===== config.mk =====
export PLATFORM = sky130hd
export DESIGN_NAME = dm_store_buffer_flat
export DESIGN_NICKNAME = d
export VERILOG_FILES = /design/src/rtl/dm_store_buffer_if.sv /design/src/rtl/dm_store_buffer.sv /design/src/flat_wrapper.sv
export SDC_FILE = /design/constraint.sdc
export NUM_CORES = 1
export LEC_CHECK = 0
export ABC_AREA = 1
export ABC_CLOCK_PERIOD_IN_PS = 6900
export BUFFER_PORTS_ARGS = -buffer_cell sky130_fd_sc_hd__buf_2
export CAP_MARGIN = 0
export CORE_MARGIN = 5
export CORE_UTILIZATION = 35
export CTS_CLUSTER_SIZE = 30
export DETAILED_ROUTE_END_ITERATION = 6
export PLACE_DENSITY = 0.52
export SLEW_MARGIN = 25
export SYNTH_ARGS = -nofsm -noshare
export SYNTH_HDL_FRONTEND = slang
export SYNTH_SLANG_ARGS = --single-unit

===== constraint.sdc =====
create_clock -name clk -period 6.9 [get_ports clk]
set_input_delay 0.69 -clock clk [delete_from_list [all_inputs] [get_ports clk]]
set_output_delay 0.69 -clock clk [all_outputs]
set_load 0.02 [all_outputs]

===== src/rtl/dm_store_buffer_if.sv =====
// Bus bundle between the pipeline store/load path, the store buffer and the
// data memory write port. The buffer sits on the slave side; whoever drives
// stores, loads and the dm hold uses the master side.
interface dm_store_buffer_if #(
  parameter int DEPTH = 4,
  parameter int AW    = 32
);
  localparam int CW = $clog2(DEPTH) + 1;

  // pipeline store side
  logic          st_valid;
  logic          st_ready;
  logic [AW-1:0] st_pc;
  logic [AW-1:0] st_addr;
  logic [AW-1:0] st_data;

  // pipeline load lookup side
  logic [AW-1:0] ld_addr;
  logic          ld_hit;
  logic [AW-1:0] ld_data;

  // data memory write port side
  logic          dm_hold;
  logic          DMWr;
  logic [AW-1:0] dm_pc;
  logic [AW-1:0] dm_A;
  logic [AW-1:0] dm_WD;

  // occupancy status
  logic          empty;
  logic [CW-1:0] count;

  modport master (
    output st_valid, st_pc, st_addr, st_data, ld_addr, dm_hold,
    input  st_ready, ld_hit, ld_data, DMWr, dm_pc, dm_A, dm_WD, empty, count
  );

  modport slave (
    input  st_valid, st_pc, st_addr, st_data, ld_addr, dm_hold,
    output st_ready, ld_hit, ld_data, DMWr, dm_pc, dm_A, dm_WD, empty, count
  );
endinterface


===== src/rtl/dm_store_buffer.sv =====
// Posted-write store buffer in front of the data memory write port.
// Stores are queued in a small circular buffer and drained in order, one per
// cycle, whenever dm is not holding. Loads look up the buffer by word address
// and get the youngest matching store so they stay coherent with pending writes.
module dm_store_buffer #(
  parameter int DEPTH = 4,
  parameter int AW    = 32
) (
  input logic               clk,
  input logic               reset,
  dm_store_buffer_if.slave  bus
);
  localparam int PW = $clog2(DEPTH);
  localparam int CW = PW + 1;
  localparam logic [CW-1:0] FULL      = CW'(DEPTH);
  localparam logic [AW-1:0] WORD_MASK = {{(AW-2){1'b1}}, 2'b00};

  typedef struct packed {
    logic [AW-1:0] pc;
    logic [AW-1:0] addr;
    logic [AW-1:0] data;
  } entry_t;

  entry_t        mem_q [DEPTH];
  entry_t        entry_d;
  entry_t        head;

  logic [PW-1:0] wr_ptr_q, wr_ptr_d;
  logic [PW-1:0] rd_ptr_q, rd_ptr_d;
  logic [CW-1:0] count_q,  count_d;

  logic          push;
  logic          pop;
  logic          not_empty;
  logic [PW-1:0] fwd_idx;

  // Handshake and drain outputs; a full buffer refuses even if it pops this cycle
  always_comb begin
    not_empty    = (count_q != '0);
    push         = bus.st_valid & (count_q != FULL);
    pop          = not_empty & ~bus.dm_hold;
    head         = mem_q[rd_ptr_q];
    entry_d      = '{pc: bus.st_pc, addr: bus.st_addr, data: bus.st_data};

    bus.st_ready = (count_q != FULL);
    bus.DMWr     = pop;
    bus.dm_pc    = not_empty ? head.pc   : '0;
    bus.dm_A     = not_empty ? head.addr : '0;
    bus.dm_WD    = not_empty ? head.data : '0;
    bus.empty    = ~not_empty;
    bus.count    = count_q;
  end

  // Next pointer and occupancy values; pointers wrap naturally at DEPTH
  always_comb begin
    wr_ptr_d = wr_ptr_q;
    rd_ptr_d = rd_ptr_q;
    count_d  = count_q;
    if (push) begin
      wr_ptr_d = wr_ptr_q + PW'(1);
    end
    if (pop) begin
      rd_ptr_d = rd_ptr_q + PW'(1);
    end
    case ({push, pop})
      2'b10:   count_d = count_q + CW'(1);
      2'b01:   count_d = count_q - CW'(1);
      default: count_d = count_q;
    endcase
  end

  // Load forwarding: walk entries oldest to youngest so the youngest match wins
  always_comb begin
    bus.ld_hit  = 1'b0;
    bus.ld_data = '0;
    fwd_idx     = '0;
    for (int k = 0; k < DEPTH; k++) begin
      fwd_idx = rd_ptr_q + PW'(k);
      if ((CW'(k) < count_q) &&
          (((bus.ld_addr ^ mem_q[fwd_idx].addr) & WORD_MASK) == '0)) begin
        bus.ld_hit  = 1'b1;
        bus.ld_data = mem_q[fwd_idx].data;
      end
    end
  end

  // Pointer and occupancy registers; reset discards every held entry
  always_ff @(posedge clk or negedge reset) begin
    if (!reset) begin
      wr_ptr_q <= '0;
      rd_ptr_q <= '0;
      count_q  <= '0;
    end else begin
      wr_ptr_q <= wr_ptr_d;
      rd_ptr_q <= rd_ptr_d;
      count_q  <= count_d;
    end
  end

  // Entry storage; contents are only meaningful inside the rd_ptr/count window
  always_ff @(posedge clk) begin
    if (push) begin
      mem_q[wr_ptr_q] <= entry_d;
    end
  end
endmodule


===== src/flat_wrapper.sv =====
// flat-port wrapper written by rule: the top's interface ports become plain ports
module dm_store_buffer_flat 
#(
  parameter int DEPTH = 4,
  parameter int AW    = 32
)
  (clk, reset, bus_st_valid, bus_st_pc, bus_st_addr, bus_st_data, bus_ld_addr, bus_dm_hold, bus_st_ready, bus_ld_hit, bus_ld_data, bus_DMWr, bus_dm_pc, bus_dm_A, bus_dm_WD, bus_empty, bus_count);
  dm_store_buffer_if #(.DEPTH(DEPTH), .AW(AW)) bus_i ();
  input logic clk;
  input logic reset;
  input wire logic [$bits(bus_i.st_valid)-1:0] bus_st_valid;
  input wire logic [$bits(bus_i.st_pc)-1:0] bus_st_pc;
  input wire logic [$bits(bus_i.st_addr)-1:0] bus_st_addr;
  input wire logic [$bits(bus_i.st_data)-1:0] bus_st_data;
  input wire logic [$bits(bus_i.ld_addr)-1:0] bus_ld_addr;
  input wire logic [$bits(bus_i.dm_hold)-1:0] bus_dm_hold;
  output wire logic [$bits(bus_i.st_ready)-1:0] bus_st_ready;
  output wire logic [$bits(bus_i.ld_hit)-1:0] bus_ld_hit;
  output wire logic [$bits(bus_i.ld_data)-1:0] bus_ld_data;
  output wire logic [$bits(bus_i.DMWr)-1:0] bus_DMWr;
  output wire logic [$bits(bus_i.dm_pc)-1:0] bus_dm_pc;
  output wire logic [$bits(bus_i.dm_A)-1:0] bus_dm_A;
  output wire logic [$bits(bus_i.dm_WD)-1:0] bus_dm_WD;
  output wire logic [$bits(bus_i.empty)-1:0] bus_empty;
  output wire logic [$bits(bus_i.count)-1:0] bus_count;
  assign bus_i.st_valid = bus_st_valid;
  assign bus_i.st_pc = bus_st_pc;
  assign bus_i.st_addr = bus_st_addr;
  assign bus_i.st_data = bus_st_data;
  assign bus_i.ld_addr = bus_ld_addr;
  assign bus_i.dm_hold = bus_dm_hold;
  assign bus_st_ready = bus_i.st_ready;
  assign bus_ld_hit = bus_i.ld_hit;
  assign bus_ld_data = bus_i.ld_data;
  assign bus_DMWr = bus_i.DMWr;
  assign bus_dm_pc = bus_i.dm_pc;
  assign bus_dm_A = bus_i.dm_A;
  assign bus_dm_WD = bus_i.dm_WD;
  assign bus_empty = bus_i.empty;
  assign bus_count = bus_i.count;
  dm_store_buffer #(.DEPTH(DEPTH), .AW(AW)) u_core (.clk(clk), .reset(reset), .bus(bus_i));
endmodule

**After elaboration in Yosys (flattened, before gate mapping)**

Memory sizes are Yosys's and may differ from the RTL's.
Cells that the tools add are included.

- Memory bits (writable): 384
- Memories kept: 1
- Word-level logic and storage cells: 49
- Output and inout bits: 135
- Input bits: 132
- Register bits: 7

- Order comparisons: 4
- Equality and inequality tests: 3
- Bitwise logic cells: 8
- Reduce and logical (&&, ||, !) cells: 10
- Mux-type cells: 14
- Add/sub/neg operators: 6

Memories:

| name | depth | width | read ports | clocked after memory_dff | write ports | RTL line | source |
|---|---|---|---|---|---|---|---|
| u_core.mem_q | 4 | 96 | 4 | 0 | 1 | dm_store_buffer.sv:24 | `entry_t mem_q [DEPTH];` |

Operator list:

| cell | count |
|---|---|
| 2-to-1 mux 32 bit | 7 |
| logical NOT 32 bit | 4 |
| XOR 32 bit | 4 |
| < comparator 1 x 3 -> 1 bit, first input constant | 2 |
| < comparator 2 x 3 -> 1 bit, first input constant | 2 |
| 2-to-1 mux 1 bit | 6 |
| case mux 3 bit (2 select lines) | 1 |
| adder 2 x 1 -> 2 bit, second input constant | 2 |
| adder 2 bit, second input constant | 2 |
| logical AND 1 bit | 4 |
| adder 3 x 1 -> 3 bit, second input constant | 1 |
| inequality test 3 bit, second input constant | 1 |
| nonzero test 3 bit | 1 |
| subtractor 3 x 1 -> 3 bit, second input constant | 1 |
| bitwise AND 1 bit | 2 |
| equality test 2 x 1 -> 1 bit, second input constant | 1 |
| equality test 2 bit, second input constant | 1 |
| inverter 1 bit | 2 |
| nonzero test 2 bit | 1 |

**Logic depth before layout (Yosys ltp)**

Gate-level depths: netlist of run 1.
An unclocked memory read counts as a cell.

- Word-level depth: 8
- Depth in mapped cells: 21
- Depth with buffers taken out: 17

**Worst setup path after synthesis of run 1**

No wires, ideal clock.

- Kind: register to register
- Start point: register u_core.count_q[0], in the netlist u_core.bus.count[0]
- End point: memory u_core.mem_q[0][0] (netlist bit) (enable)
- Clock period less this slack: 5.822 ns
- Slack: 1.078 ns
- Stages on the path, launching flop included: 6
- Path buffers: 0
- Setup time: 0.552 ns
- Arrival: 5.270 ns
- Required time: 6.348 ns
- Cells stage by stage: dfrtp_1 -> inv_1 -> ha_1 -> nand2_1 -> nand2_1 -> nor2_1

- Cells in the longest elaborated chain, start to end: 4

RTL lines:

| item | RTL line | source |
|---|---|---|
| start: declaration | dm_store_buffer.sv:30 | `logic [CW-1:0] count_q, count_d;` |
| start signal: assignment | dm_store_buffer.sv:96 | `count_q <= count_d;` |
| inequality test 3 bit | n/a |  |
| via bus_st_ready | flat_wrapper.sv:17 | `output wire logic [$bits(bus_i.st_ready)-1:0] bus_st_ready;` |
| bitwise AND 1 bit | dm_store_buffer.sv:40 | `push = bus.st_valid & (count_q != FULL);` |
| 2-to-1 mux 1 bit | dm_store_buffer.sv:102 | `if (push) begin` |
| 2-to-1 mux 1 bit (implied by the code) | dm_store_buffer.sv:103 | `mem_q[wr_ptr_q] <= entry_d;` |
| end: declaration | dm_store_buffer.sv:24 |  |

The timed path passes the listed nets, and every way through them passes these cells.

**Final worst setup path of run 1**

- Start point: register u_core.rd_ptr_q[1]
- End point: output port bus_ld_data[9]

- Cells in the longest elaborated chain, start to end: 8
- Elaborated cells on any way between the ends: 20
- Those cells by class: 3 x add/sub; 4 x mux; 4 x bitwise; 8 x reduce/logical; 1 x memory

RTL lines:

| item | RTL line | source |
|---|---|---|
| start: declaration | dm_store_buffer.sv:29 | `logic [PW-1:0] rd_ptr_q, rd_ptr_d;` |
| start signal: assignment | dm_store_buffer.sv:95 | `rd_ptr_q <= rd_ptr_d;` |
| adder 2 x 1 -> 2 bit / memory (4 x 96 bit) (equally long branches) | n/a |  |
| memory (4 x 96 bit) (*) | n/a |  |
| XOR 32 bit / logical NOT 32 bit (equally long branches) | dm_store_buffer.sv:80 | `(((bus.ld_addr ^ mem_q[fwd_idx].addr) & WORD_MASK) == '0)) begin` |
| logical NOT 32 bit / logical AND 1 bit (equally long branches) | dm_store_buffer.sv:80, dm_store_buffer.sv:79 |  |
| logical AND 1 bit / 2-to-1 mux 32 bit (equally long branches) | dm_store_buffer.sv:79 | `if ((CW'(k) < count_q) &&` |
| 2-to-1 mux 32 bit (2 in series) | dm_store_buffer.sv:79 |  |
| 2-to-1 mux 32 bit (*) | dm_store_buffer.sv:79 |  |
| end: declaration | flat_wrapper.sv:19 | `output wire logic [$bits(bus_i.ld_data)-1:0] bus_ld_data;` |

Mark *: on every way between the ends. The rest lies on a longest branch, timed or not.

==> metrics, run 1 <==
CP arrival 5.24 ns; Worst Setup End Kind output pin; Avg WL per Cell 19.0 microns; post-DP HPWL 49,000 microns; R2R depth 6; CTS tree done; Worst-Skew Late Latency 0.60 ns; asr flop ratio synth 1.79%; CTS buffer count 46; maxcap violations 0; Initial Util 35.4%; Max IR drop VDD 0.339 mV; Fin Setup TNS 0 ns; Area Overhead vs Synth 14.3%; Sink Count 391; Hold Path Depth 1; Nets 3,342; min Tclk post-route 5.93 ns; die area 71,800 sq um; Post-synth EDFFs 384; syn_nets 3,174; gr usage total 20.9%; top-area cell type share of the netlist area 49.5%; root buffer cell clkbuf_16; Final ANT Viol Nets 0; Vias 21,237; Tightest Pin Transition 1.06 ns; largest net degree at the start of global routing 229; DRC 0; fin util 40.4%; routability cong. 0.888; Core Region 65,900 sq um; post-CTS sizing 0; Synth Warn # 0; Die Y 268 microns; static leakage 12.1 nW; Worst slew margin 29.2%; hold_buf cts 1; antenna violations before repair 17; Crit Path Class reg -> out; first-pass GRT wire length 117,000 microns; Yosys reg bits 391; worst r2r src u_core.rd_ptr_q[1]; clk slew on worst S/H paths 0.06 ns; area leader, netlist edfxtp_1; Clock Skew 0.00899 ns; pwr dens 485 nW/um^2; CTS Buffer Depth 3; layout cells sized above 1 12.0%; Post-CTS Setup Inserts 0; sequential area share after synthesis 50.2%; syn_area_per_cell 7.68 sq um; # rows 94; top_reg_cell synth edfxtp_1; Fin. Hold Viols 0; critical path peak fanout 81; via count of the first global-routing pass 20,134; Cells after Synth 3,033; Critical Path RT 6.21 ns; Max Slew Vio Count 0; H-tree depth 2; Die X 268 microns; worst setup path startpoint u_core.rd_ptr_q[1]; Via density 5.16; # IOs 267; ranking of synthesized cells by area edfxtp_1 (49%), nand2_1 (19%), nand3_1 (9.5%), o21ai_0 (5.8%), inv_1 (4.0%); fillers 6,614; Distinct cells, synth 34; status completed; Final setup viols 0; Highest Clock Rate 169 MHz; r2r setup slk 3.61 ns; Hold Crit Class in -> reg; port bufs 264; DRT Pass-1 Iters 6; Post-Route WL 78,200 microns; RSZ-0062 raised after global routing no; GR Overflow Total 0; period utilization 86.0%; crit start category flip-flop; Post-Syn Area 23,300 sq um; worst hold path startpoint bus_st_pc[10]; initial drt markers 1,793
## worst max-delay path, cell delays in order, from the launching register on
cell,delay (ns)
dfrtp_4,0.66
inv_4,0.59
nand2_1,0.23
nand2_4,0.73
nand2_1,0.20
nand3_1,0.21
nand2_1,0.14
inv_1,0.07
nand2_1,0.04
nor2_1,0.13
nand2_1,0.17
nor2_4,0.13
nand2_2,0.56
nand2_1,0.24
nand3_1,0.10
nand2_1,0.10
nand2_1,0.08
buf_2,0.17
## layout make-up
class                   count  area [sq um]  share of cell area, %
flip-flops and latches    391         11700                   44.0
multi-input cells        2211          9730                   36.5
repair buffers            294          1570                   5.91
clock buffers              61          1220                   4.57
well taps                 864          1080                   4.06
inverters                 257           972                   3.65
clock inverters            24           315                   1.18
diodes                     10          25.0                 0.0940
## power by group
part           leakage [nW]  switching [mW]  internal, mW
sequential             3.60           0.238          3.15
combinational          7.77            5.14          1.91
clock                 0.747            1.00          1.48
## per-layer routing
| metal | global-route usage, % | up-vias | wire length, microns |
|---|---|---|---|
| li1 | - | 10405 | - |
| met1 | 26.8 | 9907 | 32300 |
| met2 | 34.9 | 742 | 36800 |
| met3 | 5.04 | 173 | 6570 |
| met4 | 7.40 | 10 | 2440 |
| met5 | 0 | - | 60 |
## logic make-up after synthesis
group / synth area share, %
AO/OA/AOI/OAI: 8.53
adder cells (fa/ha/maj): 0.483
buffers and inverters: 8.19
multiplexers: 0.0430
flip-flops: 50.2
AND/OR/NAND/NOR: 32.3
XOR/XNOR: 0.263
## synthesized netlist by cell type, types with 13 or more instances
cell type / number
edfxtp_1: 384
nand2_1: 1197
buf_1: 15
o21ai_1: 13
buf_2: 44
o21ai_0: 269
inv_1: 247
buf_4: 32
buf_6: 15
a31oi_1: 34
nand3_1: 443
clkbuf_1: 68
a22oi_1: 34
nor2_1: 158
## metrics by stage
| step | setup slack, ns | total power [mW] | area [sq um] | instances | hold WS (ns) |
|---|---|---|---|---|---|
| floorplan | 1.08 | 8.47 | 23300 | 3033 | 0.394 |
| global placement | 1.64 | 10.4 | 25100 | 4016 | 0.540 |
| detailed placement | 1.56 | 10.5 | 25100 | 4016 | 0.552 |
| CTS | 0.903 | 13.0 | 26600 | 4102 | 0.252 |
| global route | 0.555 | 14.0 | 26600 | 4106 | 0.267 |
| finish | 0.966 | 12.9 | 26600 | 4112 | 0.308 |
## worst paths after layout
kind,endpoint
setup reg to reg,u_core.rd_ptr_q[1]
hold / removal,u_core.mem_q[3][74]
hold reg to reg,u_core.bus.count[1]
min in group asynchronous,u_core.bus.count[1]
setup / recovery,bus_ld_data[9]
max in group asynchronous,u_core.rd_ptr_q[0]
## placed cells by master, fill, tap and decap left out, drive strengths merged, types with 2 or more instances in the layout
master / synthesis / final
clkbuf: 68 / 61
clkinv: 4 / 19
a31oi: 34 / 34
edfxtp: 384 / 384
nand2: 1203 / 1203
nor2: 164 / 164
a21oi: 4 / 4
o211ai: 11 / 11
nand4: 12 / 12
diode: 0 / 10
xnor2: 2 / 2
xor2: 5 / 5
nand3: 443 / 443
o21ai: 282 / 282
a22oi: 34 / 34
ha: 9 / 9
dfrtp: 7 / 7
inv: 253 / 255
or2: 6 / 6
bufinv: 0 / 6
buf: 106 / 293
## state kept, by name (all words and copies together) (netlist names)
name              cells
u_core.bus.count      3
u_core.mem_q        384
u_core.rd_ptr_q       2
u_core.wr_ptr_q       2
(Power assumes the default switching activity.)
==> run 2, diff against run 1 <==
--- a/config.mk
+++ b/config.mk
@@ -9,7 +9,6 @@
 export ABC_CLOCK_PERIOD_IN_PS = 6900
 export BUFFER_PORTS_ARGS = -buffer_cell sky130_fd_sc_hd__buf_2
 export CAP_MARGIN = 0
-export CORE_MARGIN = 5
 export CORE_UTILIZATION = 35
 export CTS_CLUSTER_SIZE = 30
 export DETAILED_ROUTE_END_ITERATION = 6
==> constraint.sdc (replaced) <==
create_clock -name clk -period 6.9 [get_ports clk]
set_input_delay 1.38 -clock clk [delete_from_list [all_inputs] [get_ports clk]]
set_output_delay 1.38 -clock clk [all_outputs]
set_load 0.02 [all_outputs]
==> metrics, run 2 (synthesized netlist as in run 1, its figures left out) <==
largest register by flop count u_core.mem_q (unchanged); Highest Clock Rate 164 MHz (was 169 MHz); period utilization 88.2% (was 86.0%); min Tclk post-route 6.09 ns (was 5.93 ns); Tightest Pin Transition 1.05 ns (was 1.06 ns); Max Slew Vio Count 0 (unchanged); first-pass GRT wire length 117,000 microns (about the same); part of the power in combinational logic 54.7% (was 54.6%); # rows 94 (unchanged); Worst slew margin 29.8% (was 29.2%); internal power 6.66 mW (was 6.53 mW); Sequential Power Share 25.6% (was 26.2%); Top Usage Layer GRT met2 (unchanged); post-CTS sizing 0 (unchanged); met3 Resource Use GR 5.10% (was 5.04%); status completed (unchanged); Final ANT Viol Nets 0 (unchanged); Sink Count 391 (unchanged); root buffer cell clkbuf_16 (unchanged); gr usage total 22.7% (was 20.9%); sw power 6.39 mW (was 6.38 mW); Area Overhead vs Synth 14.8% (was 14.3%); critical path peak fanout 73 (was 81); GR Overflow Total 0 (unchanged); layout cells sized above 1 12.3% (was 12.0%); Vias 21,316 (was 21,237); Hold Crit Class reg -> reg (was in -> reg); Clock Skew 0.0472 ns (was 0.00899 ns); DRT Pass-1 Iters 6 (unchanged); GR Util met1 29.1% (was 26.8%); post-DP HPWL 48,900 microns (was 49,000 microns); static leakage 12.2 nW (was 12.1 nW); Fin Setup TNS 0 ns (unchanged); Fin. Hold Viols 0 (unchanged); Core Region 65,900 sq um (unchanged); Final setup viols 0 (unchanged); pwr dens 488 nW/um^2 (was 485 nW/um^2); CTS Buffer Depth 3 (unchanged); routability cong. 0.917 (was 0.888); H-tree depth 2 (unchanged); met2 usage 37.2% (was 34.9%); sw frac 49.0% (was 49.4%); Nets 3,351 (was 3,342); CP arrival 4.71 ns (was 5.24 ns); Avg WL per Cell 18.9 microns (was 19.0 microns); largest net degree at the start of global routing 212 (was 229); Max IR drop VDD 0.532 mV (was 0.339 mV); hold_buf cts 0 (was 1); DRC 0 (unchanged); via count of the first global-routing pass 19,990 (was 20,134); die area 67,600 sq um (was 71,800 sq um); Crit Path Class reg -> out (unchanged); Post-Route WL 77,900 microns (was 78,200 microns); Initial Util 35.4% (unchanged); leading cell type in the layout, fill and taps excluded nand2_1 (unchanged); Worst Setup End Kind output pin (unchanged); crit start category flip-flop (unchanged); Post-CTS Setup Inserts 0 (unchanged); Via density 5.18 (was 5.16); # IOs 267 (unchanged); antenna violations before repair 20 (was 17); CTS tree done (unchanged); port bufs 264 (unchanged); most frequent cells in the layout nand2_1 (1,197), nand3_1 (443), edfxtp_1 (384) (unchanged); r2r setup slk 3.77 ns (was 3.61 ns); CTS buffer count 47 (was 46); Die X 260 microns (was 268 microns); Worst-Skew Late Latency 0.61 ns (was 0.60 ns); worst hold slack 0.550 ns (was 0.308 ns); Die Y 260 microns (was 268 microns); initial drt markers 1,795 (was 1,793); Critical Path RT 5.52 ns (was 6.21 ns); RSZ-0062 raised after global routing no (unchanged); max reg flops 384 (unchanged); Clk pwr share 19.7% (was 19.2%); maxcap violations 0 (unchanged); clk slew on worst S/H paths 0.06 ns (about the same)
## run 2: layout make-up
class / count / area [sq um]
fillers: 6658 / 39100
flip-flops and latches: 391 / 11700
multi-input cells: 2211 / 9730
repair buffers: 302 / 1640
clock buffers: 66 / 1330
well taps: 864 / 1080
inverters: 257 / 972
clock inverters: 21 / 259
diodes: 7 / 17.5
## run 2: per-stage QoR
step           util [%]  cell area [sq um]  cells  total power [mW]  setup slack (ns)
3_5_place_dp       38.2              25100   4025              10.5              1.44
5_1_grt            40.6              26700   4117              14.1             0.493
3_3_place_gp       38.2              25100   4025              10.4              1.40
6_report           40.6              26700   4119              13.0             0.812
2_1_floorplan         -              23300   3033              8.47             0.782
4_1_cts            40.6              26700   4112              13.1             0.789
## run 2: worst paths after layout
| kind | start | endpoint | cells after the start |
|---|---|---|---|
| min in group asynchronous | reset | u_core.wr_ptr_q[1] | 1 |
| worst min register to register | u_core.bus.count[1] | u_core.bus.count[1] | 2 |
| worst max register to register | u_core.bus.count[0] | u_core.bus.count[2] | 11 |
| max in group asynchronous | reset | u_core.rd_ptr_q[0] | 1 |
| worst max-delay path | u_core.rd_ptr_q[0] | bus_ld_data[30] | 18 |
| worst min-delay path | u_core.bus.count[1] | u_core.bus.count[1] | 2 |
## run 2: metal layers
metal / part of all wire (%) / routed length (microns) / vias up
met3: 8.5 / 6620 / 174
met4: 3.3 / 2540 / 26
met5: 0.21 / 167 / -
met1: 42 / 32700 / 9926
met2: 46 / 35900 / 774
li1: - / - / 10416
## run 2: critical path, cell delays in order, from the launching register on
cell	delay [ns]
dfrtp_4	0.54
inv_6	0.31
nand2_1	0.16
nand2_4	0.64
buf_4	0.31
nand2_1	0.08
nand2_1	0.07
nand2_1	0.05
nand2_1	0.07
nand2_1	0.05
nor2_1	0.21
nand2_1	0.14
nor2_4	0.15
nand2_2	0.53
nand3_1	0.23
nand3_1	0.09
nand2_1	0.08
nand2_1	0.14
buf_2	0.21
## run 2: power by group through the flow
stage	clock network [mW]	logic [mW]	registers, mW
after global placement	0	7.05	3.37
after floorplan	0	5.09	3.38
after CTS	2.63	7.16	3.34
final	2.57	7.14	3.34
after global routing	2.70	7.99	3.38
after detailed placement	0	7.14	3.38
